--- config.mk ---
export PLATFORM = sky130hd
export DESIGN_NAME = brcomp_arb
export DESIGN_NICKNAME = d
export VERILOG_FILES = /design/src/rtl/brcomp_pkg.sv /design/src/rtl/rr_pick.sv /design/src/rtl/brcomp_arb.sv
export SDC_FILE = /design/constraint.sdc
export NUM_CORES = 1
export LEC_CHECK = 0
export CORE_ASPECT_RATIO = 1.4
export CORE_UTILIZATION = 35
export DETAILED_ROUTE_END_ITERATION = 10
export PLACE_DENSITY_LB_ADDON = 0.08
export SYNTH_ARGS = -nofsm -noshare
export SYNTH_HDL_FRONTEND = slang
export SYNTH_SLANG_ARGS = --single-unit
--- constraint.sdc ---
create_clock -name clk_i -period 3.1 [get_ports clk_i]
set_clock_uncertainty 0.05 [all_clocks]
set_input_delay 0.62 -clock clk_i [delete_from_list [all_inputs] [get_ports clk_i]]
set_output_delay 0.62 -clock clk_i [all_outputs]
set_load 0.1 [all_outputs]
--- src/rtl/brcomp_pkg.sv ---
// Shared types and helpers for the branch-comparator arbiter.
package brcomp_pkg;

   typedef enum logic [1:0] {ST_IDLE, ST_CMP, ST_RESP} brarb_state_e;

   localparam int unsigned XLEN_DEF = 32;

   // Round-robin successor: (ptr + 1) mod n.
   function automatic int unsigned rr_next(input int unsigned ptr, input int unsigned n);
      return (ptr + 1 >= n) ? 0 : ptr + 1;
   endfunction

endpackage

--- src/rtl/rr_pick.sv ---
// Combinational round-robin picker: first requester at or after ptr_i, wrapping.
module rr_pick #(
   parameter int unsigned N = 2,
   localparam int unsigned IdxW = (N > 1) ? $clog2(N) : 1
) (
   input  logic [N-1:0]    req_i,
   input  logic [IdxW-1:0] ptr_i,
   output logic [N-1:0]    gnt_o,
   output logic [IdxW-1:0] idx_o,
   output logic            valid_o
);

   logic found;

   // Scan offsets 0..N-1 from ptr_i; the first set request wins.
   always_comb begin
      gnt_o = '0;
      idx_o = '0;
      found = 1'b0;
      for (int unsigned k = 0; k < N; k++) begin
         for (int unsigned i = 0; i < N; i++) begin
            if (!found && req_i[i] && (i == ((32'(ptr_i) + k) % N))) begin
               gnt_o[i] = 1'b1;
               idx_o    = IdxW'(i);
               found    = 1'b1;
            end
         end
      end
   end

   assign valid_o = |req_i;

endmodule

--- src/rtl/brcomp_arb.sv ---
// Round-robin sharing of one external branch comparator among NUM_REQ requesters.
// A transaction is accept (IDLE) -> compare (CMP, one cycle) -> respond (RESP).
module brcomp_arb
   import brcomp_pkg::*;
#(
   parameter int unsigned NUM_REQ = 2,
   parameter int unsigned XLEN    = XLEN_DEF
) (
   input  logic                    clk_i,
   input  logic                    rst_ni,
   input  logic                    flush_i,
   input  logic [NUM_REQ-1:0]      req_valid_i,
   output logic [NUM_REQ-1:0]      req_ready_o,
   input  logic [NUM_REQ*XLEN-1:0] req_rs1_data_i,
   input  logic [NUM_REQ*XLEN-1:0] req_rs2_data_i,
   input  logic [NUM_REQ-1:0]      req_unsigned_i,
   output logic [NUM_REQ-1:0]      rsp_valid_o,
   input  logic [NUM_REQ-1:0]      rsp_ready_i,
   output logic                    rsp_less_o,
   output logic                    rsp_equal_o,
   output logic [XLEN-1:0]         cmp_rs1_data_o,
   output logic [XLEN-1:0]         cmp_rs2_data_o,
   output logic                    cmp_unsigned_o,
   input  logic                    cmp_less_i,
   input  logic                    cmp_equal_i
);

   localparam int unsigned IdxW = (NUM_REQ > 1) ? $clog2(NUM_REQ) : 1;

   brarb_state_e    state_q;
   logic [IdxW-1:0] rr_ptr_q;
   logic [IdxW-1:0] owner_q;
   logic [XLEN-1:0] rs1_q;
   logic [XLEN-1:0] rs2_q;
   logic            uns_q;
   logic            less_q;
   logic            equal_q;

   logic [NUM_REQ-1:0] gnt;
   logic [IdxW-1:0]    win_idx;
   logic               any_req;
   logic [XLEN-1:0]    win_rs1;
   logic [XLEN-1:0]    win_rs2;
   logic               win_uns;
   logic               accept;
   logic               rsp_done;

   rr_pick #(
      .N (NUM_REQ)
   ) u_rr_pick (
      .req_i   (req_valid_i),
      .ptr_i   (rr_ptr_q),
      .gnt_o   (gnt),
      .idx_o   (win_idx),
      .valid_o (any_req)
   );

   // One-hot mux of the winning requester's operands.
   always_comb begin
      win_rs1 = '0;
      win_rs2 = '0;
      win_uns = 1'b0;
      for (int unsigned i = 0; i < NUM_REQ; i++) begin
         if (gnt[i]) begin
            win_rs1 = req_rs1_data_i[i*XLEN +: XLEN];
            win_rs2 = req_rs2_data_i[i*XLEN +: XLEN];
            win_uns = req_unsigned_i[i];
         end
      end
   end

   // Handshake qualifiers; flush blocks both acceptance and completion.
   always_comb begin
      accept   = (state_q == ST_IDLE) && !flush_i && any_req;
      rsp_done = (state_q == ST_RESP) && !flush_i && rsp_ready_i[owner_q];
   end

   // Sequencer: operand latch, one compare cycle, held response.
   always_ff @(posedge clk_i or negedge rst_ni) begin
      if (!rst_ni) begin
         state_q  <= ST_IDLE;
         rr_ptr_q <= '0;
         owner_q  <= '0;
         rs1_q    <= '0;
         rs2_q    <= '0;
         uns_q    <= 1'b0;
         less_q   <= 1'b0;
         equal_q  <= 1'b0;
      end else begin
         unique case (state_q)
            ST_IDLE: begin
               if (accept) begin
                  rs1_q   <= win_rs1;
                  rs2_q   <= win_rs2;
                  uns_q   <= win_uns;
                  owner_q <= win_idx;
                  state_q <= ST_CMP;
               end
            end
            ST_CMP: begin
               if (flush_i) begin
                  state_q <= ST_IDLE;
               end else begin
                  // Strict less: equality overrides a stray less indication.
                  less_q  <= cmp_less_i & ~cmp_equal_i;
                  equal_q <= cmp_equal_i;
                  state_q <= ST_RESP;
               end
            end
            ST_RESP: begin
               if (flush_i) begin
                  state_q <= ST_IDLE;
               end else if (rsp_done) begin
                  rr_ptr_q <= IdxW'(rr_next(32'(owner_q), NUM_REQ));
                  state_q  <= ST_IDLE;
               end
            end
            default: state_q <= ST_IDLE;
         endcase
      end
   end

   // Ready is the live grant in IDLE; rst_ni keeps it low during reset.
   always_comb begin
      req_ready_o = '0;
      if ((state_q == ST_IDLE) && !flush_i && rst_ni) begin
         req_ready_o = gnt;
      end
   end

   // Response valid goes only to the owner, suppressed by flush.
   always_comb begin
      rsp_valid_o = '0;
      if ((state_q == ST_RESP) && !flush_i) begin
         rsp_valid_o[owner_q] = 1'b1;
      end
   end

   assign rsp_less_o     = less_q;
   assign rsp_equal_o    = equal_q;
   assign cmp_rs1_data_o = rs1_q;
   assign cmp_rs2_data_o = rs2_q;
   assign cmp_unsigned_o = uns_q;

endmodule

# == Word-level counts from Yosys, hierarchy flattened ==
# Index checks and enable logic that the tools add are counted.
# word_totals
latch_bits,0
rom_bits,0
wordCells,71
ramBits,0
n_memories,0
register_bits,71
# classes
add_sub_neg,2
bitwise,3
n_div,0
mux,26
shifts,0
eq_ne,4
reduce_logical,25
order_cmp,3
multipliers,0
# op_table
operator,n
32-bit two-way mux,4
32-bit logical NOT,2
1-bit two-way mux,14
1-bit logical AND,13
2-bit two-way mux,6
2-bit case mux with 3 select lines,1
2-bit AND reduction,3
1-bit logical NOT,4
"3-bit != test, second input constant",1
3-bit AND reduction,1
"1-bit by 1-bit adder with 2-bit output, second input constant",1
"2-bit by 1-bit equality test with 1-bit output, second input constant",1
"2-bit equality test, second input constant",1
"2-bit >= comparator, second input constant",1
2-bit logical NOT,1
"1-bit by 2-bit < comparator with 1-bit output, second input constant",1
"2-bit != test, second input constant",1
1-bit inverter,2
2-bit OR reduction,1
"1-bit adder, second input constant",1
1-bit AND,1
1-bit demux with 1-bit select,1
"1-bit >= comparator, second input constant",1

# == Longest topological paths before layout ==
# depth
ltp_word,16
mapped_depth,6

# == Modules after synthesis ==
# From an unflattened synthesis, not the netlist that was laid out.
# hier_totals
hier_cells,325
hier_area_um2,3174.3
# modules_own_cells
mod,instances,seq_area_each_um2,area_per_inst_um2,cells_each
brcomp_arb,1,1776.7,3141.8,320
rr_pick,1,0.0,32.5,5

# == Least setup slack after synthesis ==
# Ideal clock, no wire load.
# synth_timing
kind,input port to output port
from,input flush_i
to,output rsp_valid_o[0]
t_required_ns,2.430
arrival_ns,2.077
stages,3
setup_slack_ns,0.353
path_cell_list,nor2_1 nand2_1 nor2_1
# synth_between
elab_chain_len,3
# synth_lines
element,line,text
from (decl),brcomp_arb.sv:11,"input logic flush_i,"
1-bit logical NOT,brcomp_arb.sv:134,if ((state_q == ST_RESP) && !flush_i) begin
1-bit logical AND,brcomp_arb.sv:134,
2-bit two-way mux,brcomp_arb.sv:134,
to (decl),brcomp_arb.sv:17,"output logic [NUM_REQ-1:0] rsp_valid_o,"
# No other way between the ends.

# == Worst setup path in the final report ==
# layout_timing
from,input flush_i
to,output req_ready_o[1]
# layout_between
elab_chain_len,4
# layout_lines
element,line,text
1-bit logical NOT,brcomp_arb.sv:126,if ((state_q == ST_IDLE) && !flush_i && rst_ni) begin
1-bit logical AND (2 in series),brcomp_arb.sv:126,
2-bit two-way mux,brcomp_arb.sv:126,
to (decl),brcomp_arb.sv:13,"output logic [NUM_REQ-1:0] req_ready_o,"
# No other way between the ends.

==> results.py <==
metrics = {
    "status": {
        "status": "finished, final reports clean",
    },
    "sta": {
        "max_slew_margin_pct": 44.6,
        "worst_slew_pin_slew_ns": 0.832,
        "hold_viol_final": 0,
        "setup_tns_ns": 0,
        "period_needed_ns": 2.59,
        "rsz0062_at_grt": "false",
        "period_share_pct": 83.6,
        "finalSetupViolCount": 0,
        "max_freq_mhz": 386,
        "holdWs_ns": 0.0540,
        "finalMaxSlewViolations": 0,
    },
    "routing": {
        "ant_nets": 0,
        "drt-initial-drc-count": 88,
        "routed-via-count": 3051,
        "firstDrtPassIters": 4,
        "routed_via_density": 5.15,
        "wl_um": 10300,
        "wl_per_cell_um": 17.4,
        "route.detailed.drc": 0,
    },
    "clocking": {
        "clock_path_buffers": 2,
        "clock_sinks": 71,
        "cts-resized-gates": 0,
        "clkLatencyLatePin_ns": 0.32,
        "cts_hold_buf": 0,
        "cts_tree": "done",
        "clk_pin_slew_worst_paths_ns": 0.05,
        "cts_setup_buffers": 0,
        "numCtsBuffers": 9,
        "htreeDepth": 3,
        "cts-root-buf": "clkbuf_16",
    },
    "cells_and_area": {
        "final_common_cell": "clkdlybuf4s50_1",
        "layout-drive-gt1-share_pct": 32.1,
        "antenna_cells": 0,
        "layout_common_cells": "136 x clkdlybuf4s50_1, 74 x buf_4, 71 x dfrtp_1",
        "fin_util_pct": 59.2,
        "area_growth_pct": 65.4,
        "finish.net_count": 594,
        "postLayoutCellArea_um2": 5860,
    },
    "grt": {
        "grt_overflow": 0,
        "first_global_vias": 3138,
        "grtUsageMet2_pct": 33.1,
        "use_met1_pct": 24.5,
        "met3_usage_pct": 5.71,
        "grtUsageTotal_pct": 20.1,
        "grt_start_max_net_pins": 67,
        "busiest_layer": "met2",
        "grt_pass1_wl_um": 16100,
        "antenna_found_initial": 0,
    },
    "yosys": {
        "synth_xor_area_share_pct": 0,
        "synth.avg_cell_area_um2": 14.0,
        "muxShareOfSynthArea_pct": 18.6,
        "synth_nets": 393,
        "synth.area.top_cells": "dfrtp_1 50%, a32o_1 13%, mux2_4 12%",
        "yosysSeqAreaShare_pct": 50.1,
        "synth_top_area_share_pct": 50.1,
        "synth_cell_type_count": 27,
        "synthSimpleGateAreaFrac_pct": 6.07,
        "synth_fa_ha_area_share_pct": 0,
        "synth_warnings": 0,
        "syn_area_um2": 3540,
        "synth_top_family_by_area": "compound AO/OA/AOI/OAI gates",
        "ys_ff_latch": 71,
        "synth_cells": 254,
        "synth_compound_area_share_pct": 19.8,
        "synth_top_cell_by_area": "dfrtp_1",
    },
    "floorplanning": {
        "initial_core_util_pct": 35.8,
        "core_area_um2": 9900,
        "pin_count": 210,
        "chipWidth_um": 87.0,
        "die_area_um2": 10500,
        "core.rowCount": 43,
        "die-height_um": 121,
    },
    "worst_setup_path": {
        "regToRegEndpoint": "cmp_rs2_data_o[29]$_DFFE_PN0P_",
        "rr_worst_depth": 5,
        "cp.required_ns": 2.43,
        "cp-end-kind": "primary output",
        "crit_arrival_ns": 1.92,
        "r2r_slack_ns": 1.25,
        "worstSetupPathType": "in2out",
        "critPathLaunchType": "input pin",
        "crit_fanout": 5,
        "r2r_start": "state_q[1]$_DFFE_PN0P_",
    },
    "place": {
        "hpwlAfterDp_um": 7420,
        "place_congestion": 0.726,
        "placed_area_um2": 5600,
        "io_buffer_count": 209,
    },
    "power_and_ir_drop": {
        "power.internal_mw": 2.50,
        "cellLeakagePower_nw": 2.63,
        "power_frac_seq_pct": 25.8,
        "p_per_area_nw_per_um2": 858,
        "p_sw_share_pct": 50.3,
        "p_comb_share_pct": 55.7,
        "vdd_drop_max_uv": 471,
        "switchingPower_mw": 2.53,
        "p_clk_share_pct": 18.5,
        "total_power_mw": 5.03,
    },
    "hold_path": {
        "hp-class": "in2async",
    },
    "flow_run": {
        "cap_viol_max_count": 0,
    },
}
## flip-flops by register name, summed over array words and instances (netlist names)
| name | cells |
|---|---|
| rsp_less_o | 1 |
| cmp_unsigned_o | 1 |
| cmp_rs2_data_o | 32 |
| owner_q | 1 |
| state_q | 2 |
| rsp_equal_o | 1 |
| rr_ptr_q | 1 |
| cmp_rs1_data_o | 32 |
## cell usage after synthesis
library cell / number
buf_2: 14
a21boi_2: 1
mux2i_1: 1
buf_6: 2
mux2_4: 29
mux2_2: 19
nor2b_1: 1
buf_12: 3
dfrtp_1: 71
a21o_1: 1
clkbuf_1: 8
o21ai_2: 1
buf_1: 1
o31ai_1: 1
a221o_1: 19
and3_1: 22
nor3_4: 1
inv_2: 1
nand2b_1: 1
a32o_1: 46
nand2b_4: 1
a31oi_1: 1
nand3b_1: 1
nor2_1: 3
and4_1: 1
nand2_1: 2
a21oi_1: 2
## per-layer routing
metal / vias up / share of wire [%]
met5: - / 0
met1: 1471 / 40
met2: 134 / 49
met4: 0 / 2.1
li1: 1432 / -
met3: 14 / 8.2
## critical path, stage by stage
cell and delay [ns]:
clkdlybuf4s50_1 0.52, nor3_4 0.31, and4_1 0.28, buf_12 0.19
## power groups by stage
| stage | logic, mW | registers (mW) | clock network (mW) |
|---|---|---|---|
| after floorplan | 0.479 | 2.94 | 0 |
| after global placement | 2.80 | 1.31 | 0 |
| after detailed placement | 2.81 | 1.31 | 0 |
| after CTS | 2.82 | 1.30 | 0.948 |
| after global routing | 2.88 | 1.33 | 0.994 |
| final | 2.80 | 1.30 | 0.928 |
## cells by family after synthesis
| kind of cell | after synthesis |
|---|---|
| mux | 49 |
| simple gates | 33 |
| flops | 71 |
| compound gates | 72 |
| buf+inv | 29 |
## how the worst max path moves through the flow
stage | start | end | cells after the start
6_report | flush_i | req_ready_o[1] | 4
5_1_grt | flush_i | req_ready_o[1] | 4
4_1_cts | flush_i | req_ready_o[1] | 4
3_5_place_dp | flush_i | req_ready_o[1] | 4
3_3_place_gp | flush_i | req_ready_o[1] | 4
2_1_floorplan | flush_i | rsp_valid_o[0] | 3
## area by class of cell
| cell class | count | area [um^2] |
|---|---|---|
| clock buffers | 13 | 260 |
| multi-input cells | 154 | 1580 |
| inverters | 1 | 3.75 |
| repair buffers | 218 | 2060 |
| fillers | 881 | 4040 |
| flip-flops and latches | 71 | 1780 |
| well taps | 135 | 169 |
| clock inverters | 1 | 5.00 |
## per-stage QoR
step                      worst slack, ns  std cells
after floorplan                     0.353        254
after global placement              0.514        579
after detailed placement            0.500        579
after CTS                           0.487        593
after global routing                0.427        593
final                               0.507        593
Note: power is estimated with default switching activity, not from simulation.
